[src/rtl/aes_pkg.sv]
// Shared types and constants for the AES-128 key schedule controller.
// Optional round-key store is enabled with AES_KEY_STORE_EN.
package aes_pkg;

  typedef logic [127:0] key_128;
  typedef logic [31:0]  aes_word;

  // Index 0 and 11..15 are unused and read as 0.
  localparam logic [15:0][7:0] RCON = {
    8'h00, 8'h00, 8'h00, 8'h00, 8'h00,
    8'h36, 8'h1b, 8'h80, 8'h40, 8'h20,
    8'h10, 8'h08, 8'h04, 8'h02, 8'h01,
    8'h00
  };

  typedef enum logic [1:0] {
    KSC_IDLE   = 2'd0,
    KSC_FETCH  = 2'd1,
    KSC_EXPAND = 2'd2,
    KSC_WRAP   = 2'd3
  } ksc_state_e;

endpackage

[src/rtl/aes_rk_store.sv]
// 11 x 128-bit round-key store, one write port, one registered read port.
// Used only when AES_KEY_STORE_EN is defined.
module aes_rk_store
  import aes_pkg::*;
(
  input  logic       clk,
  input  logic       nrst,
  input  logic       we,
  input  logic [3:0] waddr,
  input  key_128     wdata,
  input  logic [3:0] raddr,
  output key_128     rdata
);

  key_128 mem [0:10];

  always_ff @(posedge clk) begin
    if (we && waddr < 4'd11) mem[waddr] <= wdata;
  end

  always_ff @(posedge clk or negedge nrst) begin
    if (!nrst) begin
      rdata <= '0;
    end else if (raddr < 4'd11) begin
      rdata <= mem[raddr];
    end else begin
      rdata <= '0;
    end
  end

endmodule

[src/rtl/aes_key_sched_ctrl.sv]
// AES-128 key-expansion sequencer driving the key-generation round stage.
// Define AES_KEY_STORE_EN to add the 11-entry round-key store and read port.
module aes_key_sched_ctrl
  import aes_pkg::*;
#(
  parameter int NUM_RND = 10
)
(
  input  logic       clk,
  input  logic       nrst,
  input  logic       key_valid_i,
  output logic       key_ready_o,
  input  key_128     key_i,
  input  logic       flush_i,
  output logic       kg_en_o,
  output logic       kg_gen_key_o,
  output logic       kg_next_rnd_o,
  output logic [7:0] kg_rcon_o,
  output key_128     kg_key_o,
  input  key_128     kg_key_i,
  output logic       rk_valid_o,
  output logic [3:0] rk_idx_o,
  output key_128     rk_o,
  output logic       done_o
`ifdef AES_KEY_STORE_EN
  ,
  input  logic [3:0] rk_rd_addr_i,
  output key_128     rk_rd_data_o
`endif
);

  localparam logic [3:0] LAST_RND = 4'(NUM_RND);

  ksc_state_e state, state_nx;
  logic [3:0] rnd;
  logic       hs;
  logic       smp;
  logic       last;
  logic       wrap;

  assign key_ready_o = (state == KSC_IDLE) & ~flush_i;
  assign hs          = key_valid_i & key_ready_o;
  assign last        = rnd == LAST_RND;
  assign wrap        = state == KSC_WRAP;

  always_comb begin
    state_nx      = state;
    kg_en_o       = 1'b0;
    kg_gen_key_o  = 1'b0;
    kg_next_rnd_o = 1'b0;
    kg_rcon_o     = '0;
    smp           = 1'b0;
    unique case (state)
      KSC_IDLE: begin
        if (hs) state_nx = KSC_FETCH;
      end
      KSC_FETCH: begin
        kg_en_o       = 1'b1;
        kg_next_rnd_o = rnd != 4'd1;
        smp           = rnd > 4'd1;
        state_nx      = KSC_EXPAND;
      end
      KSC_EXPAND: begin
        kg_en_o      = 1'b1;
        kg_gen_key_o = 1'b1;
        kg_rcon_o    = RCON[rnd];
        state_nx     = last ? KSC_WRAP : KSC_FETCH;
      end
      KSC_WRAP: begin
        smp      = 1'b1;
        state_nx = KSC_IDLE;
      end
      default: state_nx = KSC_IDLE;
    endcase
    if (flush_i) state_nx = KSC_IDLE;
  end

  always_ff @(posedge clk or negedge nrst) begin
    if (!nrst) begin
      state      <= KSC_IDLE;
      rnd        <= '0;
      kg_key_o   <= '0;
      rk_valid_o <= 1'b0;
      rk_idx_o   <= '0;
      rk_o       <= '0;
      done_o     <= 1'b0;
    end else begin
      state      <= state_nx;
      rk_valid_o <= 1'b0;
      done_o     <= 1'b0;
      if (flush_i) begin
        rnd <= '0;
      end else if (hs) begin
        rnd <= 4'd1;
      end else if (state == KSC_EXPAND && !last) begin
        rnd <= rnd + 4'd1;
      end
      // Round key 0 is the cipher key itself, streamed straight from the handshake.
      if (hs) begin
        kg_key_o   <= key_i;
        rk_valid_o <= 1'b1;
        rk_idx_o   <= '0;
        rk_o       <= key_i;
      end
      if (smp && !flush_i) begin
        rk_valid_o <= 1'b1;
        rk_idx_o   <= wrap ? rnd : rnd - 4'd1;
        rk_o       <= kg_key_i;
        done_o     <= wrap;
      end
    end
  end

`ifdef AES_KEY_STORE_EN
  aes_rk_store u_store (
    .clk   (clk),
    .nrst  (nrst),
    .we    (rk_valid_o),
    .waddr (rk_idx_o),
    .wdata (rk_o),
    .raddr (rk_rd_addr_i),
    .rdata (rk_rd_data_o)
  );
`endif

endmodule

[config.mk]
export PLATFORM = sky130hd
export DESIGN_NAME = aes_key_sched_ctrl
export DESIGN_NICKNAME = d
export VERILOG_FILES = /design/src/rtl/aes_pkg.sv /design/src/rtl/aes_rk_store.sv /design/src/rtl/aes_key_sched_ctrl.sv
export SDC_FILE = /design/constraint.sdc
export NUM_CORES = 1
export LEC_CHECK = 0
export CORE_AREA = 4 4 206 208
export DETAILED_ROUTE_END_ITERATION = 12
export DIE_AREA = 0 0 210 212
export SLEW_MARGIN = 15
export SYNTH_ARGS = -nofsm -noshare
export SYNTH_HDL_FRONTEND = slang
export SYNTH_SLANG_ARGS = --single-unit
[constraint.sdc]
create_clock -name clk -period 1.7 [get_ports clk]
set_clock_uncertainty 0.05 [all_clocks]
set_input_delay 0.34 -clock clk [delete_from_list [all_inputs] [get_ports clk]]
set_output_delay 0.34 -clock clk [all_outputs]
set_load 0.05 [all_outputs]
==> results.py <==
metrics = {
    "yosys": {
        "yosysSeqAreaShare": 0.606,
        "netlist_instances": 1209,
        "ys_ff_latch": 268,
        "synth_most_common_cell": "nand2_1",
        "postSynthAreaPerCell_um2": 9.16,
        "synth_top_area_cell": "dfrtp_1",
        "synth_common_cells": "520 x nand2_1, 268 x dfrtp_1, 131 x a21oi_1",
        "ys_warn_count": 0,
        "synthFlopType": "dfrtp_1",
        "synthTopCellsByArea": "dfrtp_1 61%, nand2_1 18%, a31oi_1 7.2%, a21oi_1 5.9%, buf_2 1.7%",
        "synth-edff-count": 0,
        "syn-num-nets": 1481,
        "synthesis.area_um2": 11100,
        "synth_top_area_share": 0.606,
        "synth_cell_types": 34,
        "synthArstFlopShare": 1.00,
    },
    "floorplan": {
        "die_h_um": 212,
        "rows": 74,
        "ios": 534,
        "die_area_um2": 44500,
        "start_util": 0.273,
        "die_x_um": 210,
        "core_um2": 40600,
    },
    "status": {
        "status": "complete, but fails checks",
        "violations": "negative setup slack",
    },
    "placement": {
        "routabilityCongestion": 0.919,
        "dp_hpwl_um": 33600,
        "post-place-ws_ps": -380,
        "placedCellCount": 2295,
        "port_buffers": 533,
    },
    "sta": {
        "finalSetupViolations": 216,
        "slew_headroom": 0.629,
        "worst_slack_ps": -577,
        "final_hold_viol_count": 0,
        "timing.setup.tns_ps": -57200,
        "rsz0062_at_grt": "yes",
        "min_period_ps": 2280,
        "final.period_utilization": 1.34,
        "fmax_mhz": 439,
        "max_slew.worst_pin.slew_ps": 557,
        "slew_violations": 0,
    },
    "critical_path": {
        "critPathLaunchType": "flop",
        "end_kind": "output pin",
        "cp_max_fo": 5,
        "required_ps": 1310,
        "arrival_ps": 1890,
        "crit_type": "reg -> out",
    },
    "global_route": {
        "gr-usage-met3": 0.0587,
        "grt_pass1_vias": 12316,
        "top_usage_layer": "met2",
        "grtUsageMet1": 0.269,
        "met2_usage": 0.376,
        "grt_first_pass_wirelength_um": 75400,
        "antenna_found_initial": 0,
        "overflow": 0,
        "gr-usage-all-layers": 0.215,
        "grt_max_degree": 92,
    },
    "clock_network": {
        "numCtsBuffers": 31,
        "cts_max_level": 1,
        "clkSlewWorstSetupHoldPaths_ps": 60,
        "clk_latency_ps": 570,
        "cts_tree": "built",
        "cts_buffer_depth": 3,
        "root_buffer": "clkbuf_16",
        "cts_sinks": 268,
    },
    "routing": {
        "drt_pass1_iterations": 5,
        "ant_nets": 0,
        "routed_wl_um": 54200,
        "drc": 0,
        "vias_per_cell": 4.95,
        "drt_iter0_drc": 863,
        "wire_per_inst_um": 22.1,
        "dr_total_vias": 12141,
    },
    "finish": {
        "syn_to_final_growth_pct": 98.1,
        "fin_nets": 2167,
        "diodes": 0,
        "fin_cells": 2451,
        "fin_util": 0.541,
        "drive_gt1_frac": 0.397,
        "fillCellCount": 3467,
    },
    "power": {
        "irDropWorstVdd_v": 0.00134,
        "power_leakage_nw": 10.4,
        "p_per_area_nw_per_um2": 1770,
    },
    "min_path": {
        "hp-class": "in -> async",
    },
    "job": {
        "drv_cap": 0,
    },
}
## state kept, by name (all words and copies together) (netlist names)
signal / flops
kg_key_o: 128
done_o: 1
rk_idx_o: 4
rk_o: 128
rnd: 4
state: 2
rk_valid_o: 1
## layer usage
metal,wire (um),up-vias
met5,0,-
li1,-,5443
met1,21300,5979
met4,1040,0
met3,4770,82
met2,27100,637
## cell usage in the layout (no fill, tap or decap), drive strengths merged, types with 5 or more instances in the layout
cell,n
a21oi,131
a31oi,128
buf,466
clkbuf,60
clkdlybuf4s50,258
clkinv,7
dfrtp,268
ha,12
inv,11
mux2i,5
nand2,522
nor2,6
## path summary, 6_finish.rpt
check                        startpoint             to  slack (ps)  depth (start not counted)
min                                nrst  kg_key_o[122]         120                          2
max reg2reg                      rnd[0]      rk_o[100]        -480                         12
min in group clk             key_i[109]  kg_key_o[109]         270                          3
max in group asynchronous          nrst       rk_o[16]         700                          3
min reg2reg                kg_key_o[44]   kg_key_o[44]         430                          2
max                              rnd[0]   kg_rcon_o[7]        -580                          6
## worst max-delay path, stage by stage, from the launching register on
cell	delay, ps
dfrtp_2	470
inv_4	70
ha_4	160
buf_6	110
ha_1	170
and3_2	180
buf_6	150
## through the flow
stage | hold WS [ps] | area, um2 | power [mW]
after global placement | 116 | 17400 | 28.7
after global routing | 121 | 21900 | 40.3
after detailed placement | 119 | 17400 | 28.9
after floorplan | -5.59 | 11300 | 21.8
final | 123 | 21900 | 38.8
after CTS | 107 | 20100 | 37.2
## where the power goes
part	internal, mW	leakage [nW]	switching (mW)
Sequential	8.84	3.29	1.82
Clock	4.39	0.552	2.84
Combinational	7.29	6.56	13.6
## what timing repair did
action | CTS | global route
gates cloned | 25 | 25
endpoints found under the setup margin | 185 | 222
setup buffers | 39 | 22
hold endpoints to repair | 181 | 0
resized for setup | 112 | 286
pin swaps | 15 | 65
hold buffers | 1 | 0
## cell type report
cell class / count / area [um2] / area share
multi-input cells: 842 / 5350 / 0.244
inverters: 10 / 42.5 / 0.00194
clock inverters: 13 / 186 / 0.00850
repair buffers: 742 / 8050 / 0.367
well taps: 532 / 666 / 0.0304
flip-flops and latches: 268 / 6710 / 0.306
clock buffers: 44 / 925 / 0.0422
## logic make-up (layout without fill, tap and decap cells)
| kind of cell | Yosys count | after routing | synth area share |
|---|---|---|---|
| AOI/OAI and AO/OA | 272 | 272 | 0.141 |
| xor gates and xnor gates | 4 | 4 | 0.00317 |
| adders and majority gates | 12 | 12 | 0.0136 |
| buffers and inverters | 101 | 809 | 0.0416 |
| DFF | 268 | 268 | 0.606 |
| muxes | 5 | 5 | 0.00452 |
| and+or+nand+nor | 547 | 549 | 0.190 |
No activity file was read; power rests on OpenSTA's default activity.
